<file path="src/rtl/pc_gen_pkg.sv">
// pc_gen_pkg: FSM state encodings, redirect-source priority codes and default vectors for pc_gen
package pc_gen_pkg;
  localparam logic [1:0] ST_BOOT = 2'd0;
  localparam logic [1:0] ST_RUN = 2'd1;
  localparam logic [1:0] ST_HOLD = 2'd2;
  typedef enum logic [2:0] {PRI_NONE, PRI_BR, PRI_JMP, PRI_ERET, PRI_EXC} pri_e;
  localparam logic [31:0] DEF_RESET_VEC = 32'h0000_0000;
  localparam logic [31:0] DEF_EXC_VEC = 32'h0000_0004;
  localparam int DEF_INC = 4;
  function automatic logic is_target_src(pri_e p);
    return p == PRI_BR || p == PRI_JMP || p == PRI_ERET;
  endfunction
endpackage

</file>
<file path="src/rtl/pc_redirect_buf.sv">
// pc_redirect_buf: holds one stalled redirect; a request replaces it only if strictly higher priority
module pc_redirect_buf
  import pc_gen_pkg::*;
#(
  parameter int WIDTH = 32
) (
  input  logic             clk,
  input  logic             rst,
  input  logic             clr,
  input  pri_e             req_pri,
  input  logic [WIDTH-1:0] req_tgt,
  output logic             valid,
  output pri_e             pri,
  output logic [WIDTH-1:0] tgt
);
  always_ff @(posedge clk) begin
    if (rst || clr) begin
      valid <= 1'b0;
      pri <= PRI_NONE;
      tgt <= '0;
    end else if (req_pri > pri) begin
      valid <= 1'b1;
      pri <= req_pri;
      tgt <= req_tgt;
    end
  end
endmodule

</file>
<file path="src/rtl/pc_gen.sv">
// pc_gen: fetch-stage program counter with prioritised redirects and stall buffering.
// Optional PC_ALIGN_CHECK_EN adds addr_err and diverts misaligned targets to EXC_VEC.
module pc_gen
  import pc_gen_pkg::*;
#(
  parameter int               WIDTH     = 32,
  parameter logic [WIDTH-1:0] RESET_VEC = WIDTH'(DEF_RESET_VEC),
  parameter logic [WIDTH-1:0] EXC_VEC   = WIDTH'(DEF_EXC_VEC),
  parameter int               INC       = DEF_INC
) (
  input  logic             clk,
  input  logic             rst,
  input  logic             ena,
  input  logic             br_taken,
  input  logic [WIDTH-1:0] br_target,
  input  logic             jmp,
  input  logic [WIDTH-1:0] jmp_target,
  input  logic             exc_req,
  input  logic             eret,
  input  logic [WIDTH-1:0] epc_in,
  output logic [WIDTH-1:0] pc_out,
  output logic [WIDTH-1:0] pc_plus,
  output logic             pc_valid,
  output logic             redir_pend
`ifdef PC_ALIGN_CHECK_EN
  ,
  output logic             addr_err
`endif
);
  logic [1:0] state;
  pri_e live_pri, buf_pri, app_pri, buf_req;
  logic [WIDTH-1:0] live_tgt, buf_tgt, app_tgt, app_pc, next_pc;
  logic active, use_buf, buf_clr;
  assign active = state != ST_BOOT;
  assign use_buf = state == ST_HOLD && !exc_req;
  assign buf_clr = state == ST_HOLD && ena;
  always_comb begin
    live_pri = exc_req ? PRI_EXC : eret ? PRI_ERET : jmp ? PRI_JMP : br_taken ? PRI_BR : PRI_NONE;
    live_tgt = exc_req ? EXC_VEC : eret ? epc_in : jmp ? jmp_target : br_target;
    app_pri = use_buf ? buf_pri : live_pri;
    app_tgt = use_buf ? buf_tgt : live_tgt;
    buf_req = active && !ena ? live_pri : PRI_NONE;
  end
`ifdef PC_ALIGN_CHECK_EN
  logic app_err;
  assign app_err = is_target_src(app_pri) && app_tgt[1:0] != 2'b00;
  assign app_pc = app_err ? EXC_VEC : app_tgt;
  always_ff @(posedge clk) addr_err <= rst ? 1'b0 : active && ena && app_err;
`else
  assign app_pc = app_tgt;
`endif
  assign pc_plus = pc_out + WIDTH'(INC);
  assign next_pc = app_pri == PRI_NONE ? pc_plus : app_pc;
  assign pc_valid = active;
  pc_redirect_buf #(.WIDTH(WIDTH)) u_buf (
    .clk     (clk),
    .rst     (rst),
    .clr     (buf_clr),
    .req_pri (buf_req),
    .req_tgt (live_tgt),
    .valid   (redir_pend),
    .pri     (buf_pri),
    .tgt     (buf_tgt)
  );
  always_ff @(posedge clk) begin
    if (rst) begin
      state <= ST_BOOT;
      pc_out <= RESET_VEC;
    end else begin
      state <= !active || ena ? ST_RUN : (state == ST_HOLD || live_pri != PRI_NONE) ? ST_HOLD : ST_RUN;
      if (active && ena) pc_out <= next_pc;
    end
  end
endmodule

</file>
<file path="config.mk">
export PLATFORM = sky130hd
export DESIGN_NAME = pc_gen
export DESIGN_NICKNAME = d
export VERILOG_FILES = /design/src/rtl/pc_gen_pkg.sv /design/src/rtl/pc_redirect_buf.sv /design/src/rtl/pc_gen.sv
export SDC_FILE = /design/constraint.sdc
export NUM_CORES = 1
export LEC_CHECK = 0
export ABC_AREA = 1
export CORE_MARGIN = 2
export CORE_UTILIZATION = 50
export DETAILED_ROUTE_END_ITERATION = 6
export GPL_TIMING_DRIVEN = 1
export PLACE_DENSITY = 0.86
export SLEW_MARGIN = 20
export SYNTH_ARGS = -nofsm -noshare
export SYNTH_HDL_FRONTEND = slang
export SYNTH_SLANG_ARGS = --single-unit
</file>
<file path="constraint.sdc">
create_clock -name clk -period 4.8 [get_ports clk]
set_input_delay 0.96 -clock clk [delete_from_list [all_inputs] [get_ports clk]]
set_output_delay 0.96 -clock clk [all_outputs]
set_load 0.05 [all_outputs]
</file>
# After elaboration in Yosys (flattened, before gate mapping)
# Index checks and enable logic that the tools add are counted.
# classes
n_reduce_logical	14
add_sub_neg	1
n_mul	0
div	0
shift	0
magnitude_cmp	1
muxes	13
eq_ne	1
n_bitwise	0
# op_table
cell	count
32-bit two-way mux	5
32-bit by 3-bit adder with 32-bit output (second input constant)	1
3-bit two-way mux	3
2-bit two-way mux	3
1-bit logical AND	4
3-bit > comparator	1
1-bit logical NOT	3
3-bit logical NOT	1
1-bit logical OR	3
3-bit nonzero test	1
2-bit equality test (second input constant)	1
1-bit two-way mux	2
2-bit nonzero test	1
2-bit OR reduction	1
# word_totals
wordCells	36
n_memories	0
ramBits	0
rom_bits	0
reg_bits	70
latch_bits	0
output_inout_bits	66

# Depth between registers and ports, before layout
# Gate-level depths: netlist of the first run.
# logic_depth
depth_word	8
ltp_mapped	12

# Hierarchy
# From an unflattened synthesis of the first run, not the netlist that was laid out.
# unflattened
hier_cells	939
hier_area_um2	5522.8
# modules_own_cells
mod	area_each_um2	n_inst	cells_per_inst	seq_area_each_um2
pc_gen	3831.2	1	697	680.7
pc_redirect_buf	1691.6	1	242	720.7

# Least setup slack after synthesis of the first run
# Ideal clock, no wire load.
# synth_timing
kind	register to output
from	register pc_out[2]
to	output pc_plus[11]
required_time_ps	3840
setup_slack_ps	1517
stages_incl_launch_ff	6
arrival_ps	2323
cell_sequence	dfxtp_1 > inv_1 > nor2_4 > nand2_4 > nor2_4 > xor2_1
# synth_between
elab_chain_len	1
# synth_lines
element	line	source
start: declaration	pc_gen.sv:21	output logic [WIDTH-1:0] pc_out,
start signal: assignment	pc_gen.sv:71	if (active && ena) pc_out <= next_pc;
32-bit by 3-bit adder with 32-bit output	pc_gen.sv:52	assign pc_plus = pc_out + WIDTH'(INC);
end: declaration	pc_gen.sv:22	output logic [WIDTH-1:0] pc_plus,
# No other way between the ends.

# Final worst setup path of the first run
# layout_timing
from	register pc_out[2]
to	output pc_plus[22]
# The elaborated chain is that of the path after synthesis.

==> metrics.yaml, run 1 <==
synthCells: 859
cts_buffers: 9
worst-path-stages: 9
cp_common_cell: "nand2_1"
cts_resized: 0
reg2reg_depth: 13
placed_cell_area_um2: 6680
r2r_setup_slack_ns: 2.06
clock_latency_ns: 0.36
internal-power_mw: 1.37
clock.fmax_mhz: 273
pwr-share-comb_pct: 45.5
worst_setup_path_start_kind: "register"
cp_num_buf_inv: 1
synth_warnings: 0
ys_seq_area_share_pct: 27.7
cpMaxStageDelayCell: "clkdlybuf4s50_1"
period_share_pct: 76.2
cts_tree: "done"
start_util_pct: 51.7
io-pin-count: 169
clk_transition_reported_paths_ns: 0.08
synth_top_cell_by_area: "dfxtp_1"
ant_nets: 0
grt_pass1_wl_um: 24900
ys_types: 36
cts_setup_buffers: 0
period_needed_ns: 3.66
core_um2: 9770
syn_to_final_growth_pct: 35.7
synth_area_leaders: "dfxtp_1 (28%), nand2_1 (19%), nor2_1 (9.8%)"
drive_above_1_share_pct: 5.09
final_area_um2: 6860
p_seq_share_pct: 35.9
multiInputGateArea_um2: 3130
clock_power_share_pct: 18.5
cts.sinks: 70
die_h_um: 105
utilization_pct: 70.2
endpoint: "pc_plus[22]"
grt_overflow: 0
viasPerCell: 5.22
holdBufCountCts: 0
startpoint: "pc_out[2]$_SDFFE_PP0P_"
grt.total_usage_pct: 27.6
critical-path-max-stage-delay_ns: 0.80
cts-root-buf: "clkbuf_8"
grt_max_degree: 64
syn-num-nets: 966
ir_drop_mv: 0.246
routed_wl_um: 15200
total_power_mw: 2.43
setup_violations: 0
cp_data_arrival_time_ns: 2.70
cp_max_fo: 5
p_sw_share_pct: 43.5
io_buffers: 168
grt_pass1_vias: 5301
setup_tns_ns: 0
setup_ws_ns: 1.14
gp_congestion: 0.882
clockBufferDepth: 2
r2r-start: "state[0]$_SDFF_PP0_"
hold_class: "register to register"
worstReg2RegEnd: "u_buf.tgt[8]$_SDFFE_PP0N_"
dpl_worst_slack_ns: 1.06
antenna_found_initial: 0
cap_violations: 0
yosys_register_bits: 70
hold_violations: 0
syn_area_per_cell_um2: 5.88
nFillCells: 904
switchingPower_mw: 1.06
cp.required_ns: 3.84
path_cells: "ha_1, nand2_1, nor2_1, nand2_1, nor2_2, nand2_1, nand2_1, and2_1, clkdlybuf4s50_1"
drc: 0
h-tree-depth: 3
worst_slew_margin_rel_pct: 38.9
worst_pin_slew_ns: 0.915
path_class: "register to primary output"
dr.pass1.iters: 5
p_leak_nw: 2.85
status: "finished, final reports clean"
die-area_um2: 10900
die_w_um: 105
end_kind: "primary output"
fin_worst_skew_ns: 0.0131
via_count: 5928
nets: 1104
powerDensity_nw_per_um2: 355
seqCellArea_um2: 1400
cp_top_family: "simple AND/OR/NAND/NOR gates"
antenna_cells: 0
yosysTopAreaCellShare_pct: 27.7
drtIter0Drc: 435
post-dp-hpwl_um: 11500
row_count: 36
routedWlPerCell_um: 13.4
netlist_area_um2: 5050
hold-path-cell-count: 2
rsz0062_at_grt: "no"
drv_slew: 0
==> worst min-delay path by stage <==
stage | endpoint | startpoint
6_report | u_buf.tgt[13]$_SDFFE_PP0N_ | u_buf.tgt[13]$_SDFFE_PP0N_
5_1_grt | u_buf.tgt[24]$_SDFFE_PP0N_ | u_buf.tgt[24]$_SDFFE_PP0N_
4_1_cts | u_buf.tgt[13]$_SDFFE_PP0N_ | u_buf.tgt[13]$_SDFFE_PP0N_
3_5_place_dp | u_buf.tgt[13]$_SDFFE_PP0N_ | u_buf.tgt[13]$_SDFFE_PP0N_
3_3_place_gp | u_buf.tgt[13]$_SDFFE_PP0N_ | u_buf.tgt[13]$_SDFFE_PP0N_
2_1_floorplan | u_buf.tgt[13]$_SDFFE_PP0N_ | u_buf.tgt[13]$_SDFFE_PP0N_
==> registers in the layout (all words and copies together), names as in the netlist <==
register	flops
u_buf.pri	3
u_buf.valid	1
pc_out	32
state	2
u_buf.tgt	32
==> cells in the mapped netlist <==
library cell	instances
a31oi_1	2
a21oi_1	57
inv_2	6
buf_2	19
o2111ai_1	1
dfxtp_1	70
clkbuf_1	13
a211oi_1	5
nand2_1	259
xor2_1	10
buf_4	9
o31ai_1	1
nand3_1	94
o21ai_4	1
clkinv_2	1
a21oi_4	1
nor2_2	5
nor2_1	132
ha_1	4
inv_1	54
nor3_1	3
o211ai_1	1
nand2_2	2
and2_1	6
o21ai_0	67
xor2_2	1
buf_1	3
nor2_4	5
nand4_2	1
a21oi_2	1
buf_6	6
inv_4	1
nor3_2	1
nand3b_1	2
nand2_4	3
nand4_1	12
==> metrics by stage <==
step	hold slack, ns	std cells
3_5_place_dp	0.468	1119
4_1_cts	0.480	1135
2_1_floorplan	0.445	859
6_report	0.487	1135
3_3_place_gp	0.454	1119
5_1_grt	0.513	1135
==> layer usage <==
metal	part of all wire, %	wire [um]	track usage [%]	vias to the layer above
li1	-	-	-	3042
met1	44	6710	37.7	2586
met2	45	6800	43.9	277
met3	9.3	1420	5.24	23
met4	1.8	277	8.49	0
met5	0	0	0	-
==> worst register-to-register path: cells and delay by family, from the launching register on <==
| kind | cells | cell delay, ns |
|---|---|---|
| AO/OA/AOI/OAI | 3 | 0.60 |
| adder cells (fa/ha/maj) | 1 | 0.19 |
| buffers and inverters | 4 | 0.97 |
| flip-flops | 1 | 0.37 |
| AND/OR/NAND/NOR | 5 | 0.51 |
==> power by group through the flow <==
stage / Sequential, mW / Clock, mW / Combinational (mW)
floorplan: 0.946 / 0 / 0.704
global placement: 0.882 / 0 / 1.06
detailed placement: 0.882 / 0 / 1.09
CTS: 0.871 / 0.449 / 1.09
global route: 0.897 / 0.471 / 1.22
finish: 0.874 / 0.451 / 1.11
==> cell usage in the layout, fill, tap and decap left out, types with 2 or more instances in the layout <==
| cell type | Yosys | final |
|---|---|---|
| nand2_2 | 2 | 2 |
| xor2_1 | 10 | 10 |
| nand3_1 | 94 | 94 |
| a21oi_1 | 57 | 57 |
| nor2_2 | 5 | 5 |
| a31oi_1 | 2 | 2 |
| nor2_1 | 132 | 132 |
| inv_2 | 6 | 6 |
| ha_1 | 4 | 4 |
| and2_1 | 6 | 6 |
| nand3b_1 | 2 | 2 |
| a211oi_1 | 5 | 5 |
| buf_4 | 9 | 9 |
| nand2_4 | 3 | 3 |
| inv_1 | 54 | 54 |
| nand2_1 | 259 | 259 |
| clkbuf_8 | 0 | 11 |
| nor2_4 | 5 | 5 |
| clkdlybuf4s50_1 | 0 | 168 |
| clkbuf_1 | 13 | 3 |
| nand4_1 | 12 | 12 |
| dfxtp_1 | 70 | 70 |
| nor3_1 | 3 | 3 |
| o21ai_0 | 67 | 67 |
==> layout make-up <==
cell class / count / share of cell area [%]
multi-input combinational: 677 / 45.6
timing repair buffer: 177 / 25.5
sequential: 70 / 20.4
inverter: 62 / 3.45
tap: 133 / 2.43
clock buffer: 14 / 2.37
clock inverter: 2 / 0.237
==> logic make-up after synthesis <==
kind of cell,Yosys count,synth area share (%)
simple gates,525,44.3
compound gates,137,14.6
xor+xnor,11,2.05
fa+ha+maj,4,0.990
flops,70,27.7
buf+inv,112,10.4
Note: power is estimated with default switching activity, not from simulation.
==> run 2, diff against run 1 <==
- CORE_UTILIZATION: 50 -> 47
- PLACE_DENSITY: 0.86 -> 0.82
- clock period: 4.8 -> 3.6 ns (I/O delays scaled with it)
==> run 2 against run 1 <==
Wire length up 1.4%. Worst hold slack worse by 0.013 ns. Die area increased by 6.1%. Power is 41% higher. Clock skew decreased by 0.0020 ns. Worst setup slack worse by 0.97 ns. Register-to-register slack worse by 0.77 ns. Sequential power rose by 34%. Critical path type unchanged.
==> metrics.yaml, run 2 (synthesis gave the netlist of run 1 again) <==
status: "finished, final reports clean"  # unchanged
period_needed_ns: 3.43
p_leak_nw: 2.91  # was 2.85 nW
cp_data_arrival_time_ns: 2.71  # was 2.70 ns
grt_max_degree: 64  # unchanged
top_regs: "pc_out (32), u_buf.tgt (32), u_buf.pri (3)"  # unchanged
reg2reg_depth: 9  # was 13
p_seq_share_pct: 33.9  # was 35.9%
routedWlPerCell_um: 13.5  # was 13.4 um
grt_overflow: 0  # unchanged
routed_wl_um: 15400  # was 15200 um
worst_slew_margin_rel_pct: 53.4  # was 38.9%
ant_nets: 0  # unchanged
cp_common_cell: "nand2_1"  # unchanged
drv_slew: 0  # unchanged
nFillCells: 971  # was 904
end_kind: "primary output"  # unchanged
cp_max_fo: 5  # unchanged
hold_class: "register to register"  # unchanged
die_h_um: 108  # was 105 um
cts-root-buf: "clkbuf_8"  # unchanged
r2r_setup_slack_ns: 1.29  # was 2.06 ns
via_count: 5845  # was 5928
cts_buffers: 9  # unchanged
cp_num_buf_inv: 1  # unchanged
grt.total_usage_pct: 27.1  # was 27.6%
io-pin-count: 169  # unchanged
powerDensity_nw_per_um2: 495  # was 355 nW/um2
clock_latency_ns: 0.35  # was 0.36 ns
drc: 0  # unchanged
nets: 1106  # was 1104
utilization_pct: 67.0  # was 70.2%
h-tree-depth: 3  # unchanged
p_sw_share_pct: 41.9  # was 43.5%
path_class: "register to primary output"  # unchanged
grt_pass1_wl_um: 25000  # was 24900 um
cpMaxStageDelayCell: "clkdlybuf4s50_1"  # unchanged
clockBufferDepth: 2  # unchanged
layout_commonest_cell: "nand2_1"  # unchanged
rsz0062_at_grt: "no"  # unchanged
cp.required_ns: 2.88  # was 3.84 ns
die_w_um: 108  # was 105 um
hold_violations: 0  # unchanged
switchingPower_mw: 1.44  # was 1.06 mW
antenna_found_initial: 0  # unchanged
fin_worst_skew_ns: 0.0111  # was 0.0131 ns
most-common-layout-cells: "nand2_1 (259), clkdlybuf4s50_1 (167), nor2_1 (132), nand3_1 (94), dfxtp_1 (70)"  # was nand2_1 (259), clkdlybuf4s50_1 (168), nor2_1 (132), nand3_1 (94), dfxtp_1 (70)
drive_above_1_share_pct: 5.58  # was 5.09%
io_buffers: 168  # unchanged
critical-path-max-stage-delay_ns: 0.80  # about the same
dr.pass1.iters: 6  # was 5
gp_congestion: 0.888  # was 0.882
clk_transition_reported_paths_ns: 0.08  # about the same
holdBufCountCts: 0  # unchanged
startpoint: "pc_out[3]$_SDFFE_PP0P_"  # was pc_out[2]$_SDFFE_PP0P_
period_share_pct: 95.2
die-area_um2: 11600  # was 10900 um2
cp_top_family: "simple AND/OR/NAND/NOR gates"  # unchanged
viasPerCell: 5.13  # was 5.22
worst_pin_slew_ns: 0.698  # was 0.915 ns
worstReg2RegEnd: "pc_out[1]$_SDFFE_PP0P_"  # was u_buf.tgt[8]$_SDFFE_PP0N_
worst_setup_path_start_kind: "register"  # unchanged
cts_setup_buffers: 0  # unchanged
clock_power_share_pct: 21.2  # was 18.5%
syn_to_final_growth_pct: 37.5  # was 35.7%
cts_tree: "done"  # unchanged
grt_pass1_vias: 5238  # was 5301
start_util_pct: 48.7  # was 51.7%
ir_drop_mv: 0.392  # was 0.246 mV
worst-path-stages: 8  # was 9
core_um2: 10400  # was 9770 um2
setup_tns_ns: 0  # unchanged
setup_violations: 0  # unchanged
cap_violations: 0  # unchanged
endpoint: "pc_plus[26]"  # was pc_plus[22]
antenna_cells: 0  # unchanged
post-dp-hpwl_um: 11700  # was 11500 um
cts.sinks: 70  # unchanged
clock.fmax_mhz: 292
r2r-start: "state[1]$_SDFF_PP0_"  # was state[0]$_SDFF_PP0_
pwr-share-comb_pct: 44.8  # was 45.5%
drtIter0Drc: 425  # was 435
row_count: 37  # was 36
path_cells: "ha_1, nand2_1, nor2_1, nand2_1, nor2_2, nand3_1, nand2_1, clkdlybuf4s50_1"  # was ha_1, nand2_1, nor2_1, nand2_1, nor2_2, nand2_1, nand2_1, and2_1, clkdlybuf4s50_1
internal-power_mw: 2.00  # was 1.37 mW
[run 2: metal layers]
metal	GRT usage [%]	vias up	share of wire (%)
met3	4.36	13	6.9
li1	-	3057	-
met5	0	-	0
met2	44.2	215	46
met1	37.1	2560	46
met4	6.68	0	1.1
[run 2: power groups by stage]
| stage | combinational, mW | sequential (mW) | clock (mW) |
|---|---|---|---|
| 2_1_floorplan | 0.939 | 1.26 | 0 |
| 3_3_place_gp | 1.49 | 1.17 | 0 |
| 3_5_place_dp | 1.53 | 1.18 | 0 |
| 4_1_cts | 1.53 | 1.16 | 0.734 |
| 5_1_grt | 1.70 | 1.19 | 0.766 |
| 6_report | 1.54 | 1.17 | 0.731 |
[run 2: worst min path at each step]
| stage | cells past startpoint | start | to | slack [ns] |
|---|---|---|---|---|
| final | 2 | u_buf.tgt[13]$_SDFFE_PP0N_ | u_buf.tgt[13]$_SDFFE_PP0N_ | 0.47 |
| after global routing | 2 | u_buf.tgt[13]$_SDFFE_PP0N_ | u_buf.tgt[13]$_SDFFE_PP0N_ | 0.49 |
| after CTS | 2 | u_buf.tgt[13]$_SDFFE_PP0N_ | u_buf.tgt[13]$_SDFFE_PP0N_ | 0.47 |
| after detailed placement | 2 | u_buf.tgt[13]$_SDFFE_PP0N_ | u_buf.tgt[13]$_SDFFE_PP0N_ | 0.46 |
| after global placement | 2 | u_buf.tgt[24]$_SDFFE_PP0N_ | u_buf.tgt[24]$_SDFFE_PP0N_ | 0.45 |
| after floorplan | 2 | u_buf.tgt[13]$_SDFFE_PP0N_ | u_buf.tgt[13]$_SDFFE_PP0N_ | 0.45 |
[run 2: tightest hold or removal path: stages, from the launching register on]
cell and delay (ns):
dfxtp_1 0.32, nand2_1 0.06, a21oi_1 0.05
[run 2: stage by stage]
step,hold WS (ns),setup WS [ns],area [um2],power [mW],std cells
final,0.473,0.172,6950,3.44,1140
after global routing,0.486,0.0211,6950,3.66,1140
after CTS,0.468,0.112,6950,3.43,1140
after detailed placement,0.457,0.498,6720,2.71,1124
after global placement,0.453,0.511,6720,2.66,1124
after floorplan,0.445,0.557,5050,2.20,859
[run 2: area by class of cell]
cell class / instances / area, um2 / share of cell area (%)
timing repair buffer: 179 / 1790 / 25.8
inverter: 62 / 236 / 3.40
clock buffer: 10 / 138 / 1.98
tap: 136 / 170 / 2.45
multi-input combinational: 677 / 3130 / 45.0
clock inverter: 6 / 85.1 / 1.22
sequential: 70 / 1400 / 20.2
[run 2: repair_timing]
action                                  4_1_cts  5_1_grt
resized for setup                             0        1
endpoints found under the hold margin         0        0
endpoints found under the setup margin        0        1
==> run 3, diff against run 2 <==
- CELL_PAD_IN_SITES_DETAIL_PLACEMENT: default -> 1
- CELL_PAD_IN_SITES_GLOBAL_PLACEMENT: default -> 1
- CORE_UTILIZATION: 47 -> 31
- PLACE_DENSITY: 0.82 -> default
- PLACE_DENSITY_LB_ADDON: default -> 0.1
==> run 3 against run 2 <==
Global-route usage fell by 5.6 points. Clock power up 26%. Non-clock buffer count increased by 4. Worst setup slack gained 0.014 ns. Utilization fell by 22 points. Critical path depth is 1 higher.
==> metrics.yaml, run 3 (synthesis gave the netlist of run 1 again) <==
path_cells: "ha_1, nand2_1, nor2_1, nand2_1, nor2_2, nand2_1, nand2_1, and2_1, clkdlybuf4s50_1"  # was ha_1, nand2_1, nor2_1, nand2_1, nor2_2, nand3_1, nand2_1, clkdlybuf4s50_1
cap_violations: 0  # unchanged
io-pin-count: 169  # unchanged
die-area_um2: 17300  # was 11600 um2
cts_resized: 0  # unchanged
dr.pass1.iters: 4  # was 6
worst_pin_slew_ns: 0.546  # was 0.698 ns
ant_nets: 0  # unchanged
status: "finished, final reports clean"  # unchanged
clockBufferDepth: 2  # unchanged
gp_congestion: 0.817  # was 0.888
drv_slew: 0  # unchanged
hold-path-cell-count: 2  # unchanged
clk_transition_reported_paths_ns: 0.06  # was 0.08 ns
clock.fmax_mhz: 293  # was 292 MHz
worstReg2RegEnd: "u_buf.tgt[2]$_SDFFE_PP0N_"  # was pc_out[1]$_SDFFE_PP0P_
core_um2: 15900  # was 10400 um2
post-dp-hpwl_um: 14200  # was 11700 um
antenna_found_initial: 0  # unchanged
r2r_setup_slack_ns: 1.40  # was 1.29 ns
r2r-start: "state[0]$_SDFF_PP0_"  # was state[1]$_SDFF_PP0_
cts_tree: "done"  # unchanged
cp_common_cell: "nand2_1"  # unchanged
period_share_pct: 94.8  # was 95.2%
end_kind: "primary output"  # unchanged
viasPerCell: 4.78  # was 5.13
antenna_cells: 0  # unchanged
cts_setup_buffers: 0  # unchanged
syn_to_final_growth_pct: 41.3  # was 37.5%
hold_end: "u_buf.tgt[13]$_SDFFE_PP0N_"  # unchanged
layout_commonest_cell: "nand2_1"  # unchanged
grt_overflow: 0  # unchanged
min_from: "u_buf.tgt[13]$_SDFFE_PP0N_"  # unchanged
path_class: "register to primary output"  # unchanged
holdWs_ns: 0.467  # was 0.473 ns
fin_worst_skew_ns: 0.00700  # was 0.0111 ns
die_h_um: 132  # was 108 um
total_power_mw: 3.66  # was 3.44 mW
worst_slew_margin_rel_pct: 63.5  # was 53.4%
drc: 0  # unchanged
via_count: 5855  # was 5845
setup_tns_ns: 0  # unchanged
routedWlPerCell_um: 15.1  # was 13.5 um
cpMaxStageDelayCell: "clkdlybuf4s50_1"  # unchanged
p_leak_nw: 2.95  # was 2.91 nW
drtIter0Drc: 249  # was 425
hold_class: "register to register"  # unchanged
h-tree-depth: 3  # unchanged
cp_data_arrival_time_ns: 2.69  # was 2.71 ns
most-common-layout-cells: "nand2_1 (259), clkdlybuf4s50_1 (168), nor2_1 (132), nand3_1 (94), dfxtp_1 (70)"  # was nand2_1 (259), clkdlybuf4s50_1 (167), nor2_1 (132), nand3_1 (94), dfxtp_1 (70)
worst_setup_path_start_kind: "register"  # unchanged
hold_violations: 0  # unchanged
cts.sinks: 70  # unchanged
grt.total_usage_pct: 21.5  # was 27.1%
reg2reg_depth: 12  # was 9
cp_max_fo: 5  # unchanged
setup_violations: 0  # unchanged
row_count: 46  # was 37
nets: 1110  # was 1106
grt_pass1_vias: 5815  # was 5238
grt_pass1_wl_um: 30400  # was 25000 um
start_util_pct: 31.8  # was 48.7%
rsz0062_at_grt: "no"  # unchanged
critical-path-max-stage-delay_ns: 0.80  # about the same
die_w_um: 132  # was 108 um
io_buffers: 168  # unchanged
holdBufCountCts: 0  # unchanged
top_regs: "pc_out (32), u_buf.tgt (32), u_buf.pri (3)"  # unchanged
cts-root-buf: "clkbuf_16"  # was clkbuf_8
cp.required_ns: 2.88  # about the same
powerDensity_nw_per_um2: 512  # was 495 nW/um2
period_needed_ns: 3.41  # was 3.43 ns
cts_buffers: 9  # unchanged
clock_latency_ns: 0.33  # was 0.35 ns
ir_drop_mv: 0.440  # was 0.392 mV
drive_above_1_share_pct: 5.75  # was 5.58%
grt_max_degree: 50  # was 64
routed_wl_um: 18400  # was 15400 um
## run 3: cell types whose count changed in the layout (fill, tap and decap cells not counted), sizes merged
cell           previous run  this run
clkinvlp                  2         1
dlymetal6s2s              1         0
bufinv                    2         1
clkinv                    3         2
clkdlybuf4s50           167       168
clkbuf                   10        13
buf                      11        15
## run 3: metal layers
metal,GRT usage (%),wire [um]
met5,0,0
met4,3.80,168
met3,3.94,859
met2,34.0,8090
met1,30.7,9310
## run 3: worst max-delay path, delay by kind of cell (launching register included)
| family | cells | cell delay, ns |
|---|---|---|
| AND/OR/NAND/NOR | 7 | 0.94 |
| buffers and inverters | 1 | 0.80 |
| flip-flops | 1 | 0.39 |
| adder cells (fa/ha/maj) | 1 | 0.23 |
## run 3: how the worst max path moves through the flow
stage | from | to | slack [ns] | cells after the start
floorplan | pc_out[2]$_SDFFE_PP0P_ | pc_plus[11] | 0.56 | 5
global placement | pc_out[3]$_SDFFE_PP0P_ | pc_plus[22] | 0.62 | 9
detailed placement | pc_out[3]$_SDFFE_PP0P_ | pc_plus[22] | 0.52 | 9
CTS | pc_out[3]$_SDFFE_PP0P_ | pc_plus[22] | 0.17 | 9
global route | pc_out[3]$_SDFFE_PP0P_ | pc_plus[22] | 0.02 | 9
finish | pc_out[3]$_SDFFE_PP0P_ | pc_plus[22] | 0.19 | 9
## run 3: power breakdown
| group | switching, mW | total (mW) | internal (mW) |
|---|---|---|---|
| Combinational | 0.996 | 1.57 | 0.574 |
| Sequential | 0.147 | 1.17 | 1.02 |
| Clock | 0.344 | 0.918 | 0.574 |
| Total | 1.49 | 3.66 | 2.17 |
## run 3: area by class of cell
type                       instances  area [um2]
clock buffer                      13         260
sequential                        70        1400
inverter                          62         236
fill                            2163        8740
tap                              216         270
timing repair buffer             183        1810
multi-input combinational        677        3130
clock inverter                     3        42.5
## run 3: per-stage QoR
step                      std cells  instance area (um2)  utilization, %  setup slack [ns]
final                          1224                 7140            45.0             0.186
after detailed placement       1208                 6840            43.1             0.524
after floorplan                 859                 5050               -             0.557
after global routing           1224                 7140            45.0            0.0179
after global placement         1208                 6840            43.1             0.616
after CTS                      1224                 7140            45.0             0.171
